## src/rtl/mc_control.sv

```systemverilog
// rtl/mc_control.sv - multicycle MIPS main-control FSM with brn support, memory stall timeout and sticky trap
module mc_control #(
    parameter int WAIT_MAX = 15,
    parameter int CNT_W    = 4
) (
    input  logic       clk,
    input  logic       rst_n,
    input  logic [5:0] op,
    input  logic       brnin,
    input  logic       nflag,
    input  logic       zero,
    input  logic       mem_ready,
    output logic       pcwrite,
    output logic       pcwritecond,
    output logic       iord,
    output logic       memread,
    output logic       memwrite,
    output logic       irwrite,
    output logic       memtoreg,
    output logic       regdst,
    output logic       regwrite,
    output logic       alusrca,
    output logic [1:0] alusrcb,
    output logic       aluop1,
    output logic       aluop0,
    output logic [1:0] pcsource,
    output logic       trap,
    output logic [3:0] state
);

    typedef enum logic [3:0] {
        IDLE   = 4'd0,
        FETCH  = 4'd1,
        DECODE = 4'd2,
        MEMADR = 4'd3,
        MEMRD  = 4'd4,
        MEMWB  = 4'd5,
        MEMWR  = 4'd6,
        REX    = 4'd7,
        RWB    = 4'd8,
        BEQ    = 4'd9,
        JMP    = 4'd10,
        BRN    = 4'd11,
        TRAP   = 4'd12
    } state_t;

    localparam logic [5:0] OP_RTYPE = 6'b000000;
    localparam logic [5:0] OP_LW    = 6'b100011;
    localparam logic [5:0] OP_SW    = 6'b101011;
    localparam logic [5:0] OP_BEQ   = 6'b000100;
    localparam logic [5:0] OP_J     = 6'b000010;
    localparam logic [CNT_W-1:0] CNT_MAX = CNT_W'(WAIT_MAX);

    state_t           cur;
    logic [CNT_W-1:0] cnt;
    logic             stall_timeout;

    assign stall_timeout = !mem_ready && (cnt == CNT_MAX);

    // The counter defaults to zero, so it is cleared on every entry into a wait state
    // and only survives while the FSM is stalling in one.
    always_ff @(posedge clk or negedge rst_n) begin
        if (!rst_n) begin
            cur <= IDLE;
            cnt <= '0;
        end else begin
            cnt <= '0;
            case (cur)
                IDLE:   cur <= FETCH;
                FETCH, MEMRD, MEMWR: begin
                    if (mem_ready) begin
                        cur <= (cur == FETCH) ? DECODE : (cur == MEMRD) ? MEMWB : FETCH;
                    end else if (stall_timeout) begin
                        cur <= TRAP;
                    end else begin
                        cnt <= cnt + 1'b1;
                    end
                end
                DECODE: begin
                    case (op)
                        OP_RTYPE:      cur <= REX;
                        OP_LW, OP_SW:  cur <= MEMADR;
                        OP_BEQ:        cur <= BEQ;
                        OP_J:          cur <= JMP;
                        default:       cur <= TRAP;
                    endcase
                end
                MEMADR: cur <= (op == OP_LW) ? MEMRD : MEMWR;
                REX:    cur <= brnin ? BRN : RWB;
                MEMWB, RWB, BEQ, JMP, BRN: cur <= FETCH;
                TRAP:   cur <= TRAP;
                default: cur <= TRAP;
            endcase
        end
    end

    // Outputs decode from state; pcwrite/irwrite in FETCH and pcwrite in BRN also see inputs.
    always_comb begin
        pcwrite     = 1'b0;
        pcwritecond = 1'b0;
        iord        = 1'b0;
        memread     = 1'b0;
        memwrite    = 1'b0;
        irwrite     = 1'b0;
        memtoreg    = 1'b0;
        regdst      = 1'b0;
        regwrite    = 1'b0;
        alusrca     = 1'b0;
        alusrcb     = 2'b00;
        aluop1      = 1'b0;
        aluop0      = 1'b0;
        pcsource    = 2'b00;
        trap        = 1'b0;
        case (cur)
            FETCH: begin
                memread = 1'b1;
                alusrcb = 2'b01;
                irwrite = mem_ready;
                pcwrite = mem_ready;
            end
            DECODE: alusrcb = 2'b11;
            MEMADR: begin
                alusrca = 1'b1;
                alusrcb = 2'b10;
            end
            MEMRD: begin
                memread = 1'b1;
                iord    = 1'b1;
            end
            MEMWB: begin
                regwrite = 1'b1;
                memtoreg = 1'b1;
            end
            MEMWR: begin
                memwrite = 1'b1;
                iord     = 1'b1;
            end
            REX: begin
                alusrca = 1'b1;
                aluop1  = 1'b1;
            end
            RWB: begin
                regwrite = 1'b1;
                regdst   = 1'b1;
                aluop1   = 1'b1;
            end
            BRN: begin
                pcsource = 2'b11;
                pcwrite  = nflag;
            end
            BEQ: begin
                alusrca     = 1'b1;
                aluop0      = 1'b1;
                pcwritecond = 1'b1;
                pcsource    = 2'b01;
            end
            JMP: begin
                pcwrite  = 1'b1;
                pcsource = 2'b10;
            end
            TRAP:    trap = 1'b1;
            default: ;
        endcase
    end

    assign state = cur;

    logic unused_zero;
    assign unused_zero = zero;

endmodule

```

## config.mk

```make
export PLATFORM = sky130hd
export DESIGN_NAME = mc_control
export DESIGN_NICKNAME = d
export VERILOG_FILES = /design/src/rtl/mc_control.sv
export SDC_FILE = /design/constraint.sdc
export NUM_CORES = 1
export LEC_CHECK = 0
export CAP_MARGIN = 15
export CORE_MARGIN = 2
export CORE_UTILIZATION = 42
export DETAILED_ROUTE_END_ITERATION = 8
export GPL_ROUTABILITY_DRIVEN = 0
export PLACE_DENSITY = 0.83
export SLEW_MARGIN = 15
export SYNTH_ARGS = -nofsm -noshare
export SYNTH_HDL_FRONTEND = slang
export SYNTH_SLANG_ARGS = --single-unit
```

## constraint.sdc

```tcl
create_clock -name clk -period 1.86 [get_ports clk]
set_input_delay 0.372 -clock clk [delete_from_list [all_inputs] [get_ports clk]]
set_output_delay 0.372 -clock clk [all_outputs]
set_load 0.01 [all_outputs]
```

# Word level (Yosys, flattened, before mapping)
# Index checks and enable logic that the tools add are counted.
word_totals:
  register_bits: 8
  in_bits: 12
  out_inout_bits: 21
  elab_cells: 58
op_classes:
  addsub: 1
  eq_ne: 18
  n_mux: 25
  n_reduce_logical: 12
op_table:
  columns: ["operator", "n"]
  rows:
  - ["$eq 4x4->1 const B", 6]
  - ["$mux 4", 5]
  - ["$pmux 4 s5", 1]
  - ["$eq 4x3->1 const B", 4]
  - ["$pmux 4 s4", 1]
  - ["$eq 6x6->1 const B", 2]
  - ["$pmux 2 s3", 2]
  - ["$mux 1", 11]
  - ["$reduce_or 2->1", 5]
  - ["$eq 4x2->1 const B", 2]
  - ["$eq 6x2->1 const B", 1]
  - ["$eq 6x3->1 const B", 1]
  - ["$logic_not 6->1", 1]
  - ["$mux 3", 2]
  - ["$reduce_or 3->1", 2]
  - ["$reduce_or 6->1", 1]
  - ["$add 4x1->4 const B", 1]
  - ["$eq 4x1->1 const B", 1]
  - ["$logic_not 4->1", 1]
  - ["$mux 2", 2]
  - ["$ne 3x3->1 const B", 1]
  - ["$pmux 1 s3", 1]
  - ["$logic_and 1x1->1", 1]
  - ["$logic_not 1->1", 1]

# Depth between registers and ports, before layout
logic_depth:
  ltp_word: 5
  mapped_depth: 6
  ltp_nobuf: 5

# Least setup slack after synthesis
# No wires, ideal clock.
synth_path:
  path_type: "register to output"
  startpoint: "register cur[3] (netlist: state[3])"
  endpoint: "output pcwrite"
  arrival_ps: 1226
  t_required_ps: 1488
  slack_ps: 262
  stages_incl_launch_ff: 6
  path_buffers: 1
  path_cell_list: "dfrtp_1 > buf_2 > nor2_1 > nand2_1 > nor2_1 > a21o_1"
synth_between:
  elab_chain_len: 2
  word_cells_on_any_way: 4
  classes_between: "eq/ne: 3; mux: 1"
synth_lines:
  columns: ["element", "line_no", "source"]
  rows:
  - ["start: declaration", "54", "state_t cur;"]
  - ["start signal: assignment", "72", "cur <= (cur == FETCH) ? DECODE : (cur == MEMRD) ? MEMWB : FETCH;"]
  - ["start signal: assignment", "88", "MEMADR: cur <= (op == OP_LW) ? MEMRD : MEMWR;"]
  - ["start signal: assignment", "89", "REX: cur <= brnin ? BRN : RWB;"]
  - ["$eq 4x4->1 or $eq 4x1->1 (tied branches)", "114", "case (cur)"]
  - ["$pmux 1 s3 (*)", "114", null]
  - ["end: declaration", "13", "output logic pcwrite,"]
# Every way passes the cells marked *; elsewhere a longest branch is shown, timed or not.

# Worst setup path in the final report
layout_path:
  startpoint: "register cur[2] (netlist: state[2])"
  endpoint: "output irwrite"
layout_between:
  elab_chain_len: 2
layout_lines:
  columns: ["element", "line_no", "source"]
  rows:
  - ["$eq 4x1->1", "114", null]
  - ["$mux 1", "114", null]
  - ["end: declaration", "18", "output logic irwrite,"]
# No other way between the ends.

==> results.cfg <==
[die]
ios = 33
die_area_um2 = 2280
rows = 15
die_w_um = 47.7
die_h_um = 47.7
start_util = 0.455
core_area_um2 = 1760

[pwr]
ir_drop_mv = 0.888
power_density_nw_per_um2 = 1390
p_leak_nw = 0.624

[yosys]
synth_nets = 112
synthDistinctLibCells = 42
avgSynthCellArea_um2 = 8.10
synth_largest_area_cell = dfrtp_1
synth_warnings = 0
synthCells = 99
ys_ff_latch = 8
ys_seq_area_frac = 0.250
syn_area_um2 = 802
synthTopCellsByArea = dfrtp_1 (25%), nor2_1 (5.6%), nand2_1 (5.1%)
netlist.area_leader.share = 0.250

[sta]
fin_ws_ps = 41.7
slew_headroom = 0.766
finalSetupViolations = 0
hold_viol_final = 0
maxSlewViolCount = 0
tightest_slew_ps = 350
min_period_over_period = 0.978
max_freq_mhz = 550
fin_crit_ps = 1820
finalClockSkew_ps = 4.72
tns_ps = 0
rsz0062_at_grt = false

[grt]
antenna_found_initial = 0
gr-usage-met3 = 0.0151
grt_pass1_vias = 807
gr-usage-all-layers = 0.221
grt_max_degree = 12
met1_usage = 0.278
gr-usage-met2 = 0.363
grt-busiest-layer = met2
grt_pass1_wl_um = 3480
grt_overflow_total = 0

[clock_network]
cts_buffer_depth = 2
cts_sinks = 8
cts_tree = built
postCtsHoldBufs = 0
clock-root-buffer = clkbuf_4
clkLatencyLatePin_ps = 250
h-tree-depth = 1
cts.clk_slew.worst_paths_ps = 50
cts_buffers = 3

[drt]
wirelength_um = 2180
avgViaCountPerCell = 5.23
first_pass_iters = 4
via_count = 879
wl_per_cell_um = 13.0
drtAntennaViolNets = 0
drcViolationCount = 0
drt_iter0_markers = 15

[layout]
drive_gt1_frac = 0.280
area_delta_synth_final_pct = 53.7
nets = 158
fillers = 158
diodes = 0

[run]
drv_cap = 0

[outcome]
status = completed

[worst_setup_path]
required_ps = 1490
worst_r2r_path_depth = 6
cp.arrival_ps = 1450
critPathKind = register to output pin
cp-end-kind = output pin
cp_max_fo = 7
cp-start-kind = register

[placement]
port_buffers = 31
dp_hpwl_um = 1680
place_worst_setup_slack_ps = -211

[hold_path]
hold_path.class = input pin to asynchronous set/reset pin
area by class of cell:
class / instances / area (um^2) / share of cell area
inverters: 3 / 11.3 / 0.00914
well taps: 25 / 31.3 / 0.0254
clock buffers: 3 / 22.5 / 0.0183
flip-flops and latches: 8 / 203 / 0.164
multi-input cells: 80 / 548 / 0.445
repair buffers: 49 / 417 / 0.338
placed cells by master (no fill, tap or decap), types with 2 or more instances in the layout:
cell / netlist / routed
clkdlybuf4s50_1: 0 / 11
dfrtp_2: 0 / 2
nand2b_1: 4 / 4
buf_2: 3 / 2
and3_1: 2 / 2
a21o_1: 2 / 2
buf_4: 1 / 18
nand2_1: 11 / 11
dlygate4sd2_1: 0 / 13
dfrtp_1: 8 / 6
o21ai_0: 8 / 8
and2_1: 6 / 6
inv_1: 3 / 2
nor2_2: 0 / 3
a21oi_1: 2 / 2
clkbuf_4: 0 / 3
nor3_1: 3 / 3
clkdlybuf4s15_1: 0 / 3
nor2_4: 0 / 2
nand3_1: 2 / 2
nor4_1: 2 / 2
nor2_1: 12 / 7
xnor2_1: 3 / 3
metal layers:
layer / wire length, um / vias up
met5: 0 / -
met4: 50 / 0
met3: 66 / 6
met2: 1140 / 28
met1: 924 / 408
li1: - / 437
synth_stat cells:
library cell  instances
or2_2                 1
clkbuf_1              1
nor3b_2               1
nor4b_1               1
nand2_1              11
nor2_1               12
buf_6                 1
a21boi_0              1
ha_1                  1
o21a_1                1
buf_2                 3
inv_1                 3
xnor2_1               3
nand3_1               2
or2b_1                1
a32o_1                1
o21ai_2               1
clkbuf_8              2
nor4_1                2
dfrtp_1               8
a31oi_1               1
a311oi_2              1
a21o_1                2
nand2b_1              4
o21ai_0               8
o221ai_1              1
nor2b_1               1
a311o_1               1
mux2i_1               1
nor4b_4               1
o21ai_4               1
o2bb2ai_1             1
nor2b_4               1
xor2_1                1
nor3_1                3
and2_1                6
a21oi_1               2
and3_1                2
buf_4                 1
or3_1                 1
or4_4                 1
o22a_1                1
where the power goes:
part	switching, mW	total, mW	leakage [nW]	internal (mW)
logic	0.640	1.29	0.507	0.647
clock network	0.0551	0.129	0.0138	0.0736
registers	0.0652	0.295	0.103	0.230
total	0.760	1.71	0.624	0.950
worst paths after layout:
check,start,to,slack [ps]
worst max-delay path,state[2],irwrite,40
worst min-delay path,rst_n,state[3],390
worst min register to register,cnt[0],cnt[0],460
worst max register to register,state[2],state[2],210
max in group asynchronous,rst_n,state[0],1190
min in group clk,cnt[0],cnt[0],460
flip-flops by register name, summed over array words and instances, names as in the netlist:
| signal | cells |
|---|---|
| cnt | 4 |
| state | 4 |
critical path, cell delays in order, from the launching register on:
cell	delay (ps)
dfrtp_2	450
buf_4	170
nor2_4	100
nand2_1	70
nor2_2	140
clkdlybuf4s15_1	260
through the flow:
stage / total power, mW / util / hold WS [ps] / instance area [um^2] / std cells
6_report: 1.71 / 0.699 / 394 / 1230 / 168
2_1_floorplan: 1.04 / - / 76.4 / 802 / 99
4_1_cts: 1.70 / 0.697 / 403 / 1230 / 168
3_3_place_gp: 1.54 / 0.667 / 454 / 1180 / 160
5_1_grt: 1.85 / 0.699 / 424 / 1230 / 168
3_5_place_dp: 1.57 / 0.667 / 460 / 1180 / 160
repair_timing:
action	4_1_cts	5_1_grt
setup buffers	5	0
pin swaps	0	1
gates resized for setup	33	8
endpoints found under the setup margin	18	6
endpoints found under the hold margin	0	0
logic make-up after synthesis:
kind of cell               Yosys count  share of synthesized area
buffers and inverters               11                     0.0952
and+or+nand+nor                     51                      0.368
xor gates and xnor gates             4                     0.0437
DFF                                  8                      0.250
muxes                                1                     0.0125
adders and majority gates            1                     0.0156
AOI/OAI and AO/OA                   23                      0.215
No activity file was read; power rests on OpenSTA's default activity.
